--- config.mk ---
export PLATFORM = sky130hd
export DESIGN_NAME = fsmc_slave_axi_bridge
export DESIGN_NICKNAME = d
export VERILOG_FILES = /design/src/rtl/fsmc_slave_axi_bridge.sv
export SDC_FILE = /design/constraint.sdc
export NUM_CORES = 1
export LEC_CHECK = 0
export ABC_CLOCK_PERIOD_IN_PS = 5000
export BUFFER_PORTS_ARGS = -buffer_cell sky130_fd_sc_hd__buf_2
export CAP_MARGIN = 20
export CORE_MARGIN = 10
export CORE_UTILIZATION = 48
export DETAILED_ROUTE_END_ITERATION = 12
export GPL_TIMING_DRIVEN = 1
export PLACE_DENSITY = 0.89
export SYNTH_ARGS = -nofsm -noshare
export SYNTH_HDL_FRONTEND = slang
export SYNTH_SLANG_ARGS = --single-unit
--- constraint.sdc ---
create_clock -name clk -period 5 [get_ports clk]
set_clock_uncertainty 0.2 [all_clocks]
set_input_delay 0.25 -clock clk [delete_from_list [all_inputs] [get_ports clk]]
set_output_delay 0.25 -clock clk [all_outputs]
set_load 0.02 [all_outputs]
--- src/rtl/fsmc_slave_axi_bridge.sv ---
// ============================================================================
// fsmc_slave_axi_bridge
// ----------------------------------------------------------------------------
// Purpose:
//   Lets an FSMC host (asynchronous SRAM-style bus) reach an AXI-Lite slave
//   space. The FSMC strobes are synchronized into clk. A read or write strobe
//   edge starts one AXI-Lite transaction. Each transaction covers one 16-bit
//   half-word, placed in the correct lane of a 32-bit AXI word.
//
// Configuration macro:
//   FSMC_SLV_RESP_CHK_EN - when defined, a non-zero RRESP or BRESP pulses
//                          err_pulse. A failed read also returns 16'hFFFF to
//                          the host in place of the AXI data. When undefined,
//                          responses are ignored and err_pulse is tied to 0.
//
// Parameters:
//   simulation_delay - register update delay for simulation, in ns. It has
//                      no effect on the synthesized logic.
//   BASE_ADDR        - AXI byte address that FSMC half-word address 0 maps to.
//   SYNC_STAGES      - depth of the strobe synchronizers (2..4).
//
// Ports:
//   clk, rst                      - clock; asynchronous active-high reset
//   fsmc_ne/noe/nwe               - chip select / read / write strobes (active-low)
//   fsmc_nbl[1:0]                 - byte lane mask (active-low)
//   fsmc_addr[25:0]               - half-word address
//   fsmc_data_i/o/t[15:0]         - data in, read data out, tristate (1 = input)
//   m_axi_ar*/r*                  - AXI-Lite read address / read data channels
//   m_axi_aw*/w*/b*               - AXI-Lite write address / data / response
//   err_pulse                     - one-cycle pulse on an AXI error response
//   overrun_pulse                 - one-cycle pulse when a strobe event is dropped
// ============================================================================
module fsmc_slave_axi_bridge #(
    parameter int          simulation_delay = 0,
    parameter logic [31:0] BASE_ADDR        = 32'h0000_0000,
    parameter int          SYNC_STAGES      = 2
) (
    input  logic        clk,
    input  logic        rst,
    input  logic        fsmc_ne,
    input  logic        fsmc_noe,
    input  logic        fsmc_nwe,
    input  logic [1:0]  fsmc_nbl,
    input  logic [25:0] fsmc_addr,
    input  logic [15:0] fsmc_data_i,
    output logic [15:0] fsmc_data_o,
    output logic [15:0] fsmc_data_t,
    output logic [31:0] m_axi_araddr,
    output logic        m_axi_arvalid,
    input  logic        m_axi_arready,
    input  logic [31:0] m_axi_rdata,
    input  logic [1:0]  m_axi_rresp,
    input  logic        m_axi_rvalid,
    output logic        m_axi_rready,
    output logic [31:0] m_axi_awaddr,
    output logic        m_axi_awvalid,
    input  logic        m_axi_awready,
    output logic [31:0] m_axi_wdata,
    output logic [3:0]  m_axi_wstrb,
    output logic        m_axi_wvalid,
    input  logic        m_axi_wready,
    input  logic [1:0]  m_axi_bresp,
    input  logic        m_axi_bvalid,
    output logic        m_axi_bready,
    output logic        err_pulse,
    output logic        overrun_pulse
);

    typedef enum logic [2:0] {
        IDLE    = 3'd0,
        RD_AR   = 3'd1,
        RD_R    = 3'd2,
        WR_AW_W = 3'd3,
        WR_B    = 3'd4
    } state_t;

    state_t                 r_state;
    logic [SYNC_STAGES-1:0] r_ne_sync;
    logic [SYNC_STAGES-1:0] r_noe_sync;
    logic [SYNC_STAGES-1:0] r_nwe_sync;
    logic                   r_noe_prev;
    logic                   r_nwe_prev;
    logic                   r_rd_lane;
    logic [15:0]            r_rdata;
    logic [31:0]            r_araddr;
    logic                   r_arvalid;
    logic                   r_rready;
    logic [31:0]            r_awaddr;
    logic                   r_awvalid;
    logic [31:0]            r_wdata;
    logic [3:0]             r_wstrb;
    logic                   r_wvalid;
    logic                   r_bready;
    logic                   r_err;
    logic                   r_overrun;

    logic                   w_ne_s;
    logic                   w_noe_s;
    logic                   w_nwe_s;
    logic                   w_wr_ev;
    logic                   w_rd_ev;
    logic [31:0]            w_axi_addr;
    logic [31:0]            w_wdata;
    logic [3:0]             w_wstrb;
    logic [15:0]            w_rhalf;
    logic                   w_resp_err;
    logic                   w_aw_done;
    logic                   w_w_done;

    // The delay parameter only matters to simulation models; it is kept
    // visible here so that it is not reported as unused.
    logic [31:0]            w_unused_delay;
    assign w_unused_delay = 32'(simulation_delay);

    // Synchronizers for the strobe pins, plus the previous synchronized
    // strobe values used for edge detection.
    always_ff @(posedge clk or posedge rst) begin
        if (rst) begin
            r_ne_sync  <= {SYNC_STAGES{1'b1}};
            r_noe_sync <= {SYNC_STAGES{1'b1}};
            r_nwe_sync <= {SYNC_STAGES{1'b1}};
            r_noe_prev <= 1'b1;
            r_nwe_prev <= 1'b1;
        end else begin
            r_ne_sync  <= {r_ne_sync[SYNC_STAGES-2:0],  fsmc_ne};
            r_noe_sync <= {r_noe_sync[SYNC_STAGES-2:0], fsmc_noe};
            r_nwe_sync <= {r_nwe_sync[SYNC_STAGES-2:0], fsmc_nwe};
            r_noe_prev <= w_noe_s;
            r_nwe_prev <= w_nwe_s;
        end
    end

    assign w_ne_s  = r_ne_sync[SYNC_STAGES-1];
    assign w_noe_s = r_noe_sync[SYNC_STAGES-1];
    assign w_nwe_s = r_nwe_sync[SYNC_STAGES-1];

    // A write completes on the rising nwe edge; a read starts on the falling noe edge.
    assign w_wr_ev = w_nwe_s & ~r_nwe_prev & ~w_ne_s;
    assign w_rd_ev = ~w_noe_s & r_noe_prev & ~w_ne_s;

    // The half-word address becomes a byte offset. Wrap-around past 2^32 is
    // allowed. The result is forced to word alignment.
    assign w_axi_addr = (BASE_ADDR + {5'b00000, fsmc_addr, 1'b0}) & 32'hFFFF_FFFC;

    // Place the raw write half-word and its byte enables in the lane chosen by addr[0].
    always_comb begin
        w_wdata = 32'h0000_0000;
        w_wstrb = 4'b0000;
        if (fsmc_addr[0]) begin
            w_wdata = {fsmc_data_i, 16'h0000};
            w_wstrb = {~fsmc_nbl, 2'b00};
        end else begin
            w_wdata = {16'h0000, fsmc_data_i};
            w_wstrb = {2'b00, ~fsmc_nbl};
        end
    end

    // Pick the returned half-word, and flag error responses when checking is enabled.
    always_comb begin
        w_rhalf    = 16'h0000;
        w_resp_err = 1'b0;
        if (r_rd_lane) begin
            w_rhalf = m_axi_rdata[31:16];
        end else begin
            w_rhalf = m_axi_rdata[15:0];
        end
`ifdef FSMC_SLV_RESP_CHK_EN
        if ((r_state == RD_R) && m_axi_rvalid && (m_axi_rresp != 2'b00)) begin
            w_rhalf    = 16'hFFFF;
            w_resp_err = 1'b1;
        end else if ((r_state == WR_B) && m_axi_bvalid && (m_axi_bresp != 2'b00)) begin
            w_resp_err = 1'b1;
        end else begin
            w_resp_err = 1'b0;
        end
`else
        w_resp_err = 1'b0;
`endif
    end

`ifndef FSMC_SLV_RESP_CHK_EN
    logic [3:0] w_unused_resp;
    assign w_unused_resp = {m_axi_rresp, m_axi_bresp};
`endif

    // A channel counts as done once its valid has dropped, or when it is
    // handshaking in this cycle.
    assign w_aw_done = ~r_awvalid | m_axi_awready;
    assign w_w_done  = ~r_wvalid  | m_axi_wready;

    // Transaction FSM. It drives every AXI handshake output, the read-data
    // register and the status pulses.
    always_ff @(posedge clk or posedge rst) begin
        if (rst) begin
            r_state   <= IDLE;
            r_rd_lane <= 1'b0;
            r_rdata   <= 16'h0000;
            r_araddr  <= 32'h0000_0000;
            r_arvalid <= 1'b0;
            r_rready  <= 1'b0;
            r_awaddr  <= 32'h0000_0000;
            r_awvalid <= 1'b0;
            r_wdata   <= 32'h0000_0000;
            r_wstrb   <= 4'b0000;
            r_wvalid  <= 1'b0;
            r_bready  <= 1'b0;
            r_err     <= 1'b0;
            r_overrun <= 1'b0;
        end else begin
            r_err     <= w_resp_err;
            // Events that cannot be served are dropped. When a read and a
            // write arrive together, the write is served and the read dropped.
            r_overrun <= ((w_rd_ev | w_wr_ev) & (r_state != IDLE)) |
                         (w_rd_ev & w_wr_ev & (r_state == IDLE));
            case (r_state)
                IDLE: begin
                    if (w_wr_ev) begin
                        r_awaddr  <= w_axi_addr;
                        r_wdata   <= w_wdata;
                        r_wstrb   <= w_wstrb;
                        r_awvalid <= 1'b1;
                        r_wvalid  <= 1'b1;
                        r_state   <= WR_AW_W;
                    end else if (w_rd_ev) begin
                        r_araddr  <= w_axi_addr;
                        r_rd_lane <= fsmc_addr[0];
                        r_arvalid <= 1'b1;
                        r_state   <= RD_AR;
                    end else begin
                        r_state   <= IDLE;
                    end
                end
                RD_AR: begin
                    if (m_axi_arready) begin
                        r_arvalid <= 1'b0;
                        r_rready  <= 1'b1;
                        r_state   <= RD_R;
                    end else begin
                        r_state   <= RD_AR;
                    end
                end
                RD_R: begin
                    if (m_axi_rvalid) begin
                        r_rdata  <= w_rhalf;
                        r_rready <= 1'b0;
                        r_state  <= IDLE;
                    end else begin
                        r_state  <= RD_R;
                    end
                end
                WR_AW_W: begin
                    if (r_awvalid && m_axi_awready) begin
                        r_awvalid <= 1'b0;
                    end else begin
                        r_awvalid <= r_awvalid;
                    end
                    if (r_wvalid && m_axi_wready) begin
                        r_wvalid <= 1'b0;
                    end else begin
                        r_wvalid <= r_wvalid;
                    end
                    if (w_aw_done && w_w_done) begin
                        r_bready <= 1'b1;
                        r_state  <= WR_B;
                    end else begin
                        r_state  <= WR_AW_W;
                    end
                end
                WR_B: begin
                    if (m_axi_bvalid) begin
                        r_bready <= 1'b0;
                        r_state  <= IDLE;
                    end else begin
                        r_state  <= WR_B;
                    end
                end
                default: begin
                    r_arvalid <= 1'b0;
                    r_rready  <= 1'b0;
                    r_awvalid <= 1'b0;
                    r_wvalid  <= 1'b0;
                    r_bready  <= 1'b0;
                    r_state   <= IDLE;
                end
            endcase
        end
    end

    assign fsmc_data_o   = r_rdata;
    // The host may drive the bus unless it is reading; this follows the raw pins.
    assign fsmc_data_t   = (rst | fsmc_ne | fsmc_noe) ? 16'hFFFF : 16'h0000;
    assign m_axi_araddr  = r_araddr;
    assign m_axi_arvalid = r_arvalid;
    assign m_axi_rready  = r_rready;
    assign m_axi_awaddr  = r_awaddr;
    assign m_axi_awvalid = r_awvalid;
    assign m_axi_wdata   = r_wdata;
    assign m_axi_wstrb   = r_wstrb;
    assign m_axi_wvalid  = r_wvalid;
    assign m_axi_bready  = r_bready;
    assign err_pulse     = r_err;
    assign overrun_pulse = r_overrun;

endmodule
==> reports/summary.txt <==
Hold buffers post-CTS -> 88
Count of final setup violators -> 0
DRT Pass-1 Iters -> 5
H-Tree Depth -> 4
Clock root buffer -> clkbuf_8
Most common cell in the synthesized netlist -> dfrtp_1
Yosys top cell by area -> dfrtp_1
Syn avg cell area -> 12.3 sq um
Max rail drop VDD -> 0.361 mV
Pwr dens -> 653 mW/mm^2
Cell Area, Synth -> 0.00531 sq mm
Detailed Place HPWL -> 10,200 um
Die Ht -> 125 um
Top_reg_cell synth -> dfrtp_1
Fmax -> 0.380 GHz
WL/cell -> 19.8 um
RSZ-0062 raised after global routing -> false
Layout cell share with drive strength beyond 1 -> 43.5%
Final Cycle Share -> 52.6%
Crit path max-delay family -> flip-flops
1st-iter DRT viols -> 324
Core Box Area -> 0.0108 sq mm
Via count -> 4,445
RD Place Congestion -> 0.804
Count of final hold-check violations -> 0
Worst stage delay on the critical path -> 660 ps
Leakage power -> 3.79 nW
Worst-path clk slew -> 60 ps
Vias in the first global route -> 4,907
Worst Setup Path Type -> reg2reg
PostCTS Resize Cnt -> 0
First-pass GRT wire length -> 26,900 um
Worst-case clock buffer depth -> 2
Synth top cells by count -> 112 x dfrtp_1, 54 x o21ai_1, 39 x mux2_4
Buf/Inv on CP -> 1
I/O Buffers -> 209
Worst-margin pin slew -> 947 ps
Sequential share of the synthesized area -> 56.8%
CP Launch Type -> flip-flop
CTS tree -> yes
CTS Sinks -> 120
Nets -> 795
Total negative slack -> 0 ps
Vias per inst -> 5.17
EDFF count, synth -> 0
Min-Delay Path Class -> in2reg
Clock network latency to the later pin of the worst-skew pair -> 530 ps
Async SR Flop Fraction -> 100%
Post-CTS Setup Repair Bufs -> 0
Yosys reg bits -> 120
Worst Path Max Fanout -> 38
Area Growth Syn to Fin -> 44.0%
Largest net degree at the start of global routing -> 74
Min Hold Slack -> 36.8 ps
Num rows -> 38
Worst Path Required -> 5210 ps
Yosys top cell area share -> 52.8%
Final Max Slew Viols -> 0
Initial antenna violation count -> 2
Status -> complete, no violations
CP arrival -> 2840 ps
Max stage delay cell, worst path -> dfrtp_1
Yosys Warn Count -> 0
CTS buffer count -> 17
Final global-route overflow total -> 0
Fin crit period -> 2630 ps
Total of max-cap violations -> 0
Library cells used by synthesis -> 40
Syn Inst Count -> 430
Top-level I/O count -> 229
Die W -> 125 um
DRC errors left -> 0
All-Layer GR Usage -> 21.3%
Fillers -> 726
Placement Setup Slack -> 2420 ps
Routed Antenna Nets -> 0
Worst Slack Setup Final -> 2370 ps
Slew Limit Headroom -> 36.9%
Initial core utilization -> 49.0%
Crit-path cells -> nor4_2, nand2b_2, buf_4, mux2_2
Die area -> 0.0157 sq mm
Final WL -> 17,000 um
Synth top area cells -> dfrtp_1 53%, mux2_4 11%, o21ai_1 5.1%
Setup crit end kind -> flip-flop
-- routing by layer --
layer	part of all wire, %	track usage [%]	vias up	wire (um)
met5	0	0	-	0
met4	3.6	11.0	0	620
met3	6.3	6.76	52	1070
met2	54	38.0	217	9100
met1	37	22.1	2186	6210
li1	-	-	1990	-
-- where the power goes --
part,internal [W],switching (W)
combinational,0.000880,0.00121
clock,0.000703,0.000442
sequential,0.00143,0.000332
-- path summary, 6_finish.rpt --
check                             start               end  slack [ps]  depth (start not counted)
max                          r_state[0]  m_axi_awaddr[24]        2370                          4
min                        fsmc_addr[0]   m_axi_wdata[19]          40                          3
max reg2reg                  r_state[0]  m_axi_awaddr[24]        2370                          4
min reg2reg                r_ne_sync[0]      r_ne_sync[1]         150                          0
max in group asynchronous           rst  m_axi_araddr[14]        3190                          4
min in group asynchronous           rst    m_axi_wstrb[3]         270                          3
-- metrics by stage --
stage	total power (W)	cells	area (sq um)	utilization, %
finish	0.00499	860	7640	70.5
global route	0.00526	860	7640	70.5
CTS	0.00496	858	7640	70.5
detailed placement	0.00370	738	6210	57.2
global placement	0.00360	738	6210	57.2
floorplan	0.00301	444	5360	-
-- worst min-delay path, stage by stage --
cell     delay [ps]
buf_2           280
nand2_1         130
o21ai_1          50
-- state kept, by name, indices dropped and copies added (netlist names) --
signal / cells
fsmc_data_o: 16
m_axi_araddr: 25
m_axi_arvalid: 1
m_axi_awaddr: 25
m_axi_awvalid: 1
m_axi_bready: 1
m_axi_rready: 1
m_axi_wdata: 32
m_axi_wstrb: 4
m_axi_wvalid: 1
overrun_pulse: 1
r_ne_sync: 2
r_noe_prev: 1
r_noe_sync: 2
r_nwe_prev: 1
r_nwe_sync: 2
r_rd_lane: 1
r_state: 3
-- layout make-up --
class | instances | area [sq um] | share of cell area [%]
tap | 140 | 175 | 2.29
multi-input combinational | 259 | 1910 | 25.0
inverter | 4 | 17.5 | 0.229
clock inverter | 13 | 131 | 1.72
antenna | 2 | 5.00 | 0.0655
timing repair buffer | 303 | 1970 | 25.8
sequential | 120 | 3010 | 39.4
clock buffer | 19 | 422 | 5.52
-- logic make-up after synthesis --
logic type	count (synthesis)	synth area share, %
adders and majority gates	1	0.189
buffers and inverters	65	8.60
AOI/OAI and AO/OA	100	10.3
other	1	0.0706
DFF	120	56.8
and+or+nand+nor	76	7.47
muxes	67	16.6
-- cells in the final DEF (no fill, tap or decap), types with 4 or more instances in the layout --
cell type / count
a21oi_1: 17
buf_2: 209
buf_4: 6
clkbuf_16: 16
clkinv_2: 5
clkinvlp_4: 5
conb_1: 15
dfrtp_1: 112
dfstp_2: 8
dlygate4sd3_1: 88
mux2_2: 12
mux2_4: 39
mux2i_1: 16
nand2_1: 18
nand2b_1: 23
nand3_1: 4
nor2_1: 17
o21ai_0: 16
o21ai_1: 54
(Power assumes the default switching activity.)
